File: src/rtl/rc4_pkg.sv
// Shared types for the RC4 decrypt engine.
//   mem_sel_t        : memory-handler target (none / S RAM / decrypted RAM / encrypted ROM)
//   rc4_dec_state_t  : decrypt FSM states
//   is_valid_char()  : plaintext byte is a lowercase letter or a space
package rc4_pkg;

   localparam int MSG_LEN_DEFAULT = 32;

   typedef enum logic [1:0] {
      MEM_NONE = 2'b00,
      MEM_S    = 2'b01,
      MEM_DEC  = 2'b10,
      MEM_ENC  = 2'b11
   } mem_sel_t;

   typedef enum logic [3:0] {
      ST_IDLE   = 4'd0,
      ST_RD_SI  = 4'd1,
      ST_RD_SJ  = 4'd2,
      ST_WR_SI  = 4'd3,
      ST_WR_SJ  = 4'd4,
      ST_RD_F   = 4'd5,
      ST_RD_ENC = 4'd6,
      ST_WR_DEC = 4'd7,
      ST_NEXT   = 4'd8,
      ST_DONE   = 4'd9
   } rc4_dec_state_t;

   function automatic logic is_valid_char(input logic [7:0] b);
      return ((b >= 8'h61) && (b <= 8'h7a)) || (b == 8'h20);
   endfunction

endpackage

File: src/rtl/mem_wait_timer.sv
// Loadable down-counter that marks the last cycle of a memory read.
//   clk    : system clock
//   reset  : synchronous, active-high; counter cleared
//   load   : reload the counter with READ_WAIT (asserted on entry to a read state)
//   last   : high while the counter is zero, i.e. rd_data may be captured this cycle
module mem_wait_timer #(
   parameter int READ_WAIT = 1
) (
   input  logic clk,
   input  logic reset,
   input  logic load,
   output logic last
);

   localparam int CW = (READ_WAIT > 0) ? $clog2(READ_WAIT + 1) : 1;
   localparam logic [CW-1:0] RELOAD = CW'(READ_WAIT);

   logic [CW-1:0] count_reg;

   always_ff @(posedge clk) begin
      if (reset) begin
         count_reg <= '0;
      end else if (load) begin
         count_reg <= RELOAD;
      end else if (count_reg != '0) begin
         count_reg <= count_reg - CW'(1);
      end
   end

   assign last = (count_reg == '0);

endmodule

File: src/rtl/rc4_decrypt_fsm.sv
// RC4 PRGA decrypt engine acting as a requester on the shared memory handler.
// Per byte: read S[i], read S[j], swap them, read S[S[i]+S[j]], read the ciphertext
// byte, write plaintext to the decrypted RAM.
//   clk, reset           : clock, synchronous active-high reset
//   start                : level, sampled only in IDLE
//   busy / done          : run in progress / one-cycle completion pulse
//   bad_char             : sticky, a plaintext byte fell outside 'a'..'z' and ' '
//   mem_sel/address/data : registered request lines to the memory handler
//   mem_wren             : one-cycle write strobe
//   rd_data              : read data returned for the current request
module rc4_decrypt_fsm
   import rc4_pkg::*;
#(
   parameter int MSG_LEN          = MSG_LEN_DEFAULT,
   parameter int READ_WAIT        = 1,
   parameter bit ABORT_ON_INVALID = 1'b1
) (
   input  logic       clk,
   input  logic       reset,
   input  logic       start,
   output logic       busy,
   output logic       done,
   output logic       bad_char,
   output logic [1:0] mem_sel,
   output logic [7:0] mem_address,
   output logic [7:0] mem_data,
   output logic       mem_wren,
   input  logic [7:0] rd_data
);

   localparam int KW = $clog2(MSG_LEN);
   localparam logic [KW-1:0] K_LAST = KW'(MSG_LEN - 1);

   rc4_dec_state_t state_reg, state_next;
   logic [7:0]     i_reg, i_next, j_reg, j_next;
   logic [KW-1:0]  k_reg, k_next;
   logic [7:0]     si_reg, si_next, sj_reg, sj_next;
   logic [7:0]     f_reg, f_next, enc_reg, enc_next;
   logic           busy_reg, busy_next, done_reg, done_next;
   logic           bad_reg, bad_next;
   mem_sel_t       sel_reg, sel_next;
   logic [7:0]     addr_reg, addr_next, data_reg, data_next;
   logic           wren_reg, wren_next;
   logic [7:0]     plain;
   logic           wait_load, wait_last;

   mem_wait_timer #(.READ_WAIT(READ_WAIT)) u_wait (
      .clk   (clk),
      .reset (reset),
      .load  (wait_load),
      .last  (wait_last)
   );

   always_comb begin
      state_next = state_reg;
      i_next     = i_reg;
      j_next     = j_reg;
      k_next     = k_reg;
      si_next    = si_reg;
      sj_next    = sj_reg;
      f_next     = f_reg;
      enc_next   = enc_reg;
      bad_next   = bad_reg;
      plain      = f_reg ^ enc_reg;

      case (state_reg)
         ST_IDLE: begin
            if (start) begin
               i_next     = 8'd1;
               j_next     = 8'd0;
               k_next     = '0;
               bad_next   = 1'b0;
               state_next = ST_RD_SI;
            end
         end
         ST_RD_SI: begin
            if (wait_last) begin
               si_next    = rd_data;
               j_next     = j_reg + rd_data;
               state_next = ST_RD_SJ;
            end
         end
         ST_RD_SJ: begin
            if (wait_last) begin
               sj_next    = rd_data;
               state_next = ST_WR_SI;
            end
         end
         ST_WR_SI: state_next = ST_WR_SJ;
         ST_WR_SJ: state_next = ST_RD_F;
         ST_RD_F: begin
            if (wait_last) begin
               f_next     = rd_data;
               state_next = ST_RD_ENC;
            end
         end
         ST_RD_ENC: begin
            if (wait_last) begin
               enc_next   = rd_data;
               state_next = ST_WR_DEC;
            end
         end
         ST_WR_DEC: begin
            state_next = ST_NEXT;
            if (!is_valid_char(plain)) begin
               bad_next = 1'b1;
               if (ABORT_ON_INVALID) state_next = ST_DONE;
            end
         end
         ST_NEXT: begin
            i_next     = i_reg + 8'd1;
            k_next     = k_reg + KW'(1);
            state_next = (k_reg == K_LAST) ? ST_DONE : ST_RD_SI;
         end
         ST_DONE: state_next = ST_IDLE;
         default: state_next = ST_IDLE;
      endcase

      // Outputs are registered, so they are derived from the state being entered.
      sel_next  = MEM_NONE;
      addr_next = 8'd0;
      data_next = 8'd0;
      wren_next = 1'b0;
      busy_next = (state_next != ST_IDLE);
      done_next = (state_next == ST_DONE);
      case (state_next)
         ST_RD_SI:  begin sel_next = MEM_S;   addr_next = i_next; end
         ST_RD_SJ:  begin sel_next = MEM_S;   addr_next = j_next; end
         ST_WR_SI:  begin sel_next = MEM_S;   addr_next = i_next; data_next = sj_next; wren_next = 1'b1; end
         ST_WR_SJ:  begin sel_next = MEM_S;   addr_next = j_next; data_next = si_next; wren_next = 1'b1; end
         ST_RD_F:   begin sel_next = MEM_S;   addr_next = si_next + sj_next; end
         ST_RD_ENC: begin sel_next = MEM_ENC; addr_next = 8'(k_next); end
         ST_WR_DEC: begin sel_next = MEM_DEC; addr_next = 8'(k_next); data_next = f_next ^ enc_next; wren_next = 1'b1; end
         default: ;
      endcase

      // Reload the wait counter only on entry to a read state, not while waiting in it.
      wait_load = 1'b0;
      if (state_next != state_reg) begin
         case (state_next)
            ST_RD_SI, ST_RD_SJ, ST_RD_F, ST_RD_ENC: wait_load = 1'b1;
            default: ;
         endcase
      end
   end

   always_ff @(posedge clk) begin
      if (reset) begin
         state_reg <= ST_IDLE;
         i_reg     <= 8'd0;
         j_reg     <= 8'd0;
         k_reg     <= '0;
         si_reg    <= 8'd0;
         sj_reg    <= 8'd0;
         f_reg     <= 8'd0;
         enc_reg   <= 8'd0;
         busy_reg  <= 1'b0;
         done_reg  <= 1'b0;
         bad_reg   <= 1'b0;
         sel_reg   <= MEM_NONE;
         addr_reg  <= 8'd0;
         data_reg  <= 8'd0;
         wren_reg  <= 1'b0;
      end else begin
         state_reg <= state_next;
         i_reg     <= i_next;
         j_reg     <= j_next;
         k_reg     <= k_next;
         si_reg    <= si_next;
         sj_reg    <= sj_next;
         f_reg     <= f_next;
         enc_reg   <= enc_next;
         busy_reg  <= busy_next;
         done_reg  <= done_next;
         bad_reg   <= bad_next;
         sel_reg   <= sel_next;
         addr_reg  <= addr_next;
         data_reg  <= data_next;
         wren_reg  <= wren_next;
      end
   end

   assign busy        = busy_reg;
   assign done        = done_reg;
   assign bad_char    = bad_reg;
   assign mem_sel     = sel_reg;
   assign mem_address = addr_reg;
   assign mem_data    = data_reg;
   assign mem_wren    = wren_reg;

endmodule

File: config.mk
export PLATFORM = sky130hd
export DESIGN_NAME = rc4_decrypt_fsm
export DESIGN_NICKNAME = d
export VERILOG_FILES = /design/src/rtl/rc4_pkg.sv /design/src/rtl/mem_wait_timer.sv /design/src/rtl/rc4_decrypt_fsm.sv
export SDC_FILE = /design/constraint.sdc
export NUM_CORES = 1
export LEC_CHECK = 0
export ABC_AREA = 1
export CORE_MARGIN = 4
export CORE_UTILIZATION = 55
export CTS_CLUSTER_SIZE = 10
export DETAILED_ROUTE_END_ITERATION = 6
export HOLD_SLACK_MARGIN = 0.08
export MAX_ROUTING_LAYER = met4
export PLACE_DENSITY = 0.75
export SYNTH_ARGS = -nofsm -noshare
export SYNTH_HDL_FRONTEND = slang
export SYNTH_SLANG_ARGS = --single-unit
File: constraint.sdc
create_clock -name clk -period 6.8 [get_ports clk]
set_input_delay 1.02 -clock clk [delete_from_list [all_inputs] [get_ports clk]]
set_output_delay 1.02 -clock clk [all_outputs]
set_load 0.02 [all_outputs]
==> results of run 1 <==
-- cells by family (layout without fill, tap and decap cells) --
| group | Yosys count | after routing | synth area share |
|---|---|---|---|
| AOI/OAI and AO/OA | 95 | 95 | 0.119 |
| adders and majority gates | 19 | 19 | 0.0555 |
| xor gates and xnor gates | 11 | 11 | 0.0212 |
| DFF | 80 | 80 | 0.352 |
| muxes | 3 | 3 | 0.00660 |
| buffers and inverters | 128 | 160 | 0.112 |
| and+or+nand+nor | 353 | 353 | 0.334 |
-- cell type report --
type                       instances  area [sq um]
multi-input combinational        481          2440
fill                             714          2790
inverter                         112           420
clock buffer                      10           128
tap                              102           128
sequential                        80          1600
timing repair buffer              33           323
clock inverter                     5          58.8
-- routing by layer --
layer  part of all wire  track usage
met1               0.48        0.327
met2               0.45        0.358
met3              0.059       0.0531
met4              0.012       0.0630
met5                  0            -
-- critical path: stages, from the launching register on --
cell and delay (ns):
dfxtp_1 0.54, nand3_2 0.22, nor2_2 0.49, mux2i_1 0.18, inv_1 0.12, ha_1 0.18
inv_1 0.07, fa_1 0.41, nand3b_1 0.19, nand2_1 0.09, nand2_1 0.07, a21oi_1 0.17
nor2_1 0.06, nand2_1 0.05, nand2_1 0.05, nand4_1 0.08, nand2_1 0.05, nor2_1 0.10
nor2_1 0.04
-- metrics by stage --
step	cells	utilization	setup WS [ns]
floorplan	689	-	4.10
global placement	808	0.623	3.39
detailed placement	808	0.623	3.29
finish	823	0.647	3.49
CTS	823	0.647	3.53
global route	823	0.647	3.09
-- placed cells by master (no fill, tap or decap), types with 14 or more instances in the layout --
| master | count |
|---|---|
| o21ai_0 | 14 |
| inv_1 | 99 |
| nand3_1 | 38 |
| ha_1 | 17 |
| a21oi_1 | 28 |
| clkdlybuf4s50_1 | 31 |
| o21ai_1 | 23 |
| nand2_1 | 182 |
| dfxtp_1 | 80 |
| nor2_1 | 95 |
-- final timing paths --
path,cells past startpoint,slack [ns],to
worst max-delay path,18,3.49,mem_address[6]$_SDFF_PP0_
worst min-delay path,2,0.48,sj_reg[3]$_SDFF_PP0_
worst max register to register,18,3.49,mem_address[6]$_SDFF_PP0_
worst min register to register,2,0.48,sj_reg[3]$_SDFF_PP0_
-- power groups by stage --
stage                     clock, W  sequential [W]  combinational [W]
after detailed placement         0        0.000566           0.000596
after global placement           0        0.000565           0.000588
after floorplan                  0        0.000575           0.000437
after global routing      0.000365        0.000562           0.000681
final                     0.000343        0.000556           0.000614
after CTS                 0.000350        0.000556           0.000603
==> impl_metrics.tcl, run 1 <==
set metrics [dict create \
    status "finished, final reports clean" \
    port_buffers 32 \
    p_leak_nw 2.37 \
    dieArea_sq_um 9800 \
    switching_share 0.412 \
    grt_max_degree 72 \
    p_comb_frac 0.406 \
    coreArea_sq_um 7890 \
    worst-path-max-fanout 11 \
    finalWirelength_um 11100 \
    synthesis.nets 719 \
    min_from "sj_reg[3]$_SDFF_PP0_" \
    power-per-cell-area_nw_per_um2 297 \
    min_path_type "flip-flop to flip-flop" \
    critical_path_class "flip-flop to flip-flop" \
    period_needed_ns 3.31 \
    ys_top_cells_by_area "dfxtp_1 35%, nand2_1 15%, inv_1 8.2%" \
    placed_area_sq_um 4910 \
    grt_pass1_vias 3979 \
    dpl.hpwl_um 8250 \
    synth-seq-area-share 0.352 \
    first_iter_violations 283 \
    drv_cap 0 \
    die_x_um 99.0 \
    insertion_delay_ns 0.36 \
    worstSetupEndpointType "flip-flop" \
    finalMaxSlewViolations 0 \
    synth_warnings 0 \
    syn_avg_cell_area_sq_um 6.61 \
    cts_max_path_buffers 2 \
    timing.fmax_mhz 302 \
    worstMarginPinSlew_ns 0.818 \
    final_nets 747 \
    async_reset_ff_frac 0 \
    netlist_area_sq_um 4550 \
    drc_errors 0 \
    grt.overflow.total 0 \
    clock-sinks 80 \
    synthFlopType "dfxtp_1" \
    r2r-start "state_reg[0]$_SDFF_PP0_" \
    synth_edf_count 0 \
    grt_usage 0.239 \
    drive_gt1_frac 0.0735 \
    relSlewSlack 0.454 \
    antenna_cells 0 \
    postRouteAntennaNets 0 \
    areaGrowthSynthToFinish_pct 12.0 \
    cts_repair_resize_count 0 \
    hold_violations 0 \
    cts_hold_buf 0 \
    grt_pass1_wl_um 18500 \
    dieHeight_um 99.0 \
    clkTransAtPathRegs_ns 0.08 \
    cp.required_ns 7.02 \
    vias_per_cell 5.34 \
    drt_pass1_iterations 5 \
    synth_commonest_cells "182 x nand2_1, 99 x inv_1, 95 x nor2_1, 80 x dfxtp_1, 38 x nand3_1" \
    arrival_ns 3.53 \
    fin_area_sq_um 5100 \
    rows 32 \
    clkPwrFrac 0.227 \
    crit_path_start_kind "flip-flop" \
    synth_top_area_frac 0.352 \
    total_power_w 0.00151 \
    ir_worst_vdd_mv 0.172 \
    synth-seq-cells 80 \
    rsz0062_at_grt "false" \
    num_vias 4391 \
    final.setup.tns_ns 0 \
    post_cts_buffers 0 \
    synth.most_common_cell "nand2_1" \
    p_switching_w 0.000623 \
    synth_cell_types 45 \
    seq_power_share 0.368 \
    synthCells 689 \
    setup_violations 0 \
    wire_per_inst_um 13.5 \
    initial_core_util 0.577 \
    fin_crit_sh 0.487 \
    cts.htree.levels 3 \
    internal_power_w 0.000890 \
    yosysTopAreaCell "dfxtp_1" \
    cts_tree "built" \
    numCtsBuffers 9 \
    clockRootBuffer "clkbuf_8" \
    gp_congestion 0.996 \
    antenna_found_initial 0 \
    startpoint "state_reg[0]$_SDFF_PP0_" \
    fin_worst_skew_ns 0.00789 \
    whs_ns 0.476 \
    io_pins 33 \
]
(Power assumes the default switching activity.)
==> inputs of run 2 (changes only) <==
--- a/config.mk
+++ b/config.mk
@@ -7,12 +7,12 @@
 export LEC_CHECK = 0
 export ABC_AREA = 1
 export CORE_MARGIN = 4
-export CORE_UTILIZATION = 55
+export CORE_UTILIZATION = 53
 export CTS_CLUSTER_SIZE = 10
 export DETAILED_ROUTE_END_ITERATION = 6
 export HOLD_SLACK_MARGIN = 0.08
 export MAX_ROUTING_LAYER = met4
-export PLACE_DENSITY = 0.75
+export PLACE_DENSITY = 0.76
 export SYNTH_ARGS = -nofsm -noshare
 export SYNTH_HDL_FRONTEND = slang
 export SYNTH_SLANG_ARGS = --single-unit
==> constraint.sdc (replaced) <==
create_clock -name clk -period 2.7 [get_ports clk]
set_input_delay 0.405 -clock clk [delete_from_list [all_inputs] [get_ports clk]]
set_output_delay 0.405 -clock clk [all_outputs]
set_load 0.02 [all_outputs]
==> impl_metrics.tcl, run 2 (synthesized netlist as in run 1, its figures left out) <==
set metrics [dict create \
    crit_family "simple AND/OR/NAND/NOR gates" \
    holdPathStages 2 \
    setup_violations 0 \
    port_buffers 32 \
    finalWirelength_um 12200 \
    grt_pass1_wl_um 20200 \
    status "finished, final reports clean" \
    antenna_cells 0 \
    clkTransAtPathRegs_ns 0.09 \
    seq_power_share 0.320 \
    rr_endpoint "mem_address[6]$_SDFF_PP0_" \
    dpl.hpwl_um 8850 \
    worst-path-max-fanout 3 \
    gp_congestion 0.941 \
    dieHeight_um 101 \
    grt.overflow.total 0 \
    crit_path_start_kind "flip-flop" \
    vias_per_cell 5.21 \
    placed_cells 847 \
    clock-sinks 80 \
    cp_cell_sequence "nor2_4 > nand3_4 > nor2_4 > mux2i_2 > inv_1 > ha_2 > inv_2 > fa_2 > nand3b_1 > nand2_1 > nand2_2 > a21oi_2 > nor2_1 > nand2_1 > nand2_1 > nand4_1 > nand2_1 > nor2_1 > nor2_1" \
    timing.fmax_mhz 373 \
    worst_slack_ns 0.0170 \
    crit_buf_inv 2 \
    clkPwrFrac 0.227 \
    min_from "sj_reg[6]$_SDFF_PP0_" \
    insertion_delay_ns 0.37 \
    cts_tree "built" \
    total_power_w 0.00438 \
    drc_errors 0 \
    final_nets 796 \
    r2r_slack_ns 0.02 \
    p_leak_nw 2.64 \
    clockRootBuffer "clkbuf_8" \
    power-per-cell-area_nw_per_um2 776 \
    rows 33 \
    place_ws_ns -0.145 \
    cts_hold_buf 0 \
    layout.cells.non_filler 876 \
    io_pins 33 \
    fin_worst_skew_ns 0.0121 \
    period_needed_ns 2.68 \
    p_comb_frac 0.453 \
    num_vias 4561 \
    p_switching_w 0.00173 \
    internal_power_w 0.00266 \
    cp.required_ns 2.94 \
    rsz0062_at_grt "true" \
    hold_violations 0 \
    antenna_found_initial 0 \
    grt_pass1_vias 4392 \
    drt_pass1_iterations 5 \
    numCtsBuffers 9 \
    finalMaxSlewViolations 0 \
    arrival_ns 2.92 \
    fin_crit_sh 0.994 \
    worstSetupEndpointType "flip-flop" \
    fin_area_sq_um 5650 \
    relSlewSlack 0.597 \
    cts.htree.levels 3 \
    layout_commonest_cell "nand2_1" \
    rr_worst_depth 19 \
    final_core_util 0.680 \
    critical_path_class "flip-flop to flip-flop" \
    r2r-start "state_reg[2]$_SDFF_PP0_" \
    grt_usage 0.256 \
    cts_max_path_buffers 2 \
    holdPathEnd "sj_reg[6]$_SDFF_PP0_" \
    slowest_delay_ns 0.39 \
    die_x_um 101 \
    postRouteAntennaNets 0 \
    drive_gt1_frac 0.166 \
    switching_share 0.394 \
    grt_max_degree 41 \
    worstMarginPinSlew_ns 0.604 \
    first_iter_violations 289 \
    layout_common_cells "180 x nand2_1, 96 x inv_1, 95 x nor2_1" \
    placed_area_sq_um 5190 \
    ir_worst_vdd_mv 0.378 \
    min_path_type "flip-flop to flip-flop" \
    dieArea_sq_um 10100 \
    cp_common_cell "nand2_1" \
    cpMaxStageDelayCell "fa_2" \
    coreArea_sq_um 8300 \
    initial_core_util 0.548 \
    wire_per_inst_um 13.9 \
    drv_cap 0 \
    areaGrowthSynthToFinish_pct 24.1 \
]
-- run 2: cell types whose count changed in the layout (fill, tap and decap cells not counted), moves of 4 or more --
cell     delta
buf_4      +45
buf_6       +4
dfxtp_1     -4
ha_1        -4
o21ai_2     +5
-- run 2: area by class of cell --
| cell class | instances | area, sq um |
|---|---|---|
| clock buffers | 10 | 128 |
| clock inverters | 6 | 92.6 |
| fillers | 714 | 2650 |
| inverters | 112 | 423 |
| multi-input cells | 481 | 2560 |
| flip-flops and latches | 80 | 1610 |
| well taps | 105 | 131 |
| repair buffers | 82 | 706 |
-- run 2: power by group through the flow --
stage / combinational [W] / clock (W) / sequential, W
after floorplan: 0.00110 / 0 / 0.00145
after detailed placement: 0.00173 / 0 / 0.00141
final: 0.00198 / 0.000994 / 0.00140
after CTS: 0.00175 / 0.00100 / 0.00139
after global routing: 0.00218 / 0.00106 / 0.00142
after global placement: 0.00170 / 0 / 0.00141
-- run 2: per-layer routing --
metal / track usage / share of wire
met1: 0.330 / 0.45
met2: 0.410 / 0.47
met3: 0.0491 / 0.058
met4: 0.0746 / 0.017
met5: - / 0
-- run 2: tightest hold or removal path, stage by stage, from the launching register on --
cell,delay [ns]
dfxtp_1,0.30
nand2_1,0.07
a21oi_1,0.06
-- run 2: per-stage QoR --
stage	hold WS, ns	TNS (ns)
2_1_floorplan	0.453	0
3_3_place_gp	0.459	-0.125
3_5_place_dp	0.466	-0.202
4_1_cts	0.480	0
5_1_grt	0.510	-0.426
6_report	0.480	0
-- run 2: repair_timing --
| item | 4_1_cts | 5_1_grt |
|---|---|---|
| endpoints found under the hold margin | 0 | 0 |
| pin swaps | 1 | 13 |
| resized for setup | 2 | 35 |
| buffers inserted | 0 | 13 |
| setup endpoints to repair | 4 | 5 |
-- run 2: worst max-delay path by stage --
| stage | startpoint | endpoint | slack (ns) | cells past startpoint |
|---|---|---|---|---|
| 2_1_floorplan | state_reg[3]$_SDFF_PP0_ | mem_address[6]$_SDFF_PP0_ | 0.09 | 20 |
| 3_3_place_gp | rd_data[0] | mem_address[6]$_SDFF_PP0_ | -0.06 | 17 |
| 3_5_place_dp | rd_data[0] | mem_address[6]$_SDFF_PP0_ | -0.15 | 17 |
| 4_1_cts | state_reg[3]$_SDFF_PP0_ | mem_address[6]$_SDFF_PP0_ | 0.002 | 19 |
| 6_report | state_reg[2]$_SDFF_PP0_ | mem_address[6]$_SDFF_PP0_ | 0.02 | 19 |
| 5_1_grt | state_reg[2]$_SDFF_PP0_ | mem_address[6]$_SDFF_PP0_ | -0.23 | 19 |
==> inputs of run 3 (changes only) <==
--- a/config.mk
+++ b/config.mk
@@ -13,6 +13,7 @@
 export HOLD_SLACK_MARGIN = 0.08
 export MAX_ROUTING_LAYER = met4
 export PLACE_DENSITY = 0.76
+export RECOVER_POWER = 25
 export SYNTH_ARGS = -nofsm -noshare
 export SYNTH_HDL_FRONTEND = slang
 export SYNTH_SLANG_ARGS = --single-unit
==> results of run 3 <==
Final layout, timing and power as in run 2 (identical DEF).
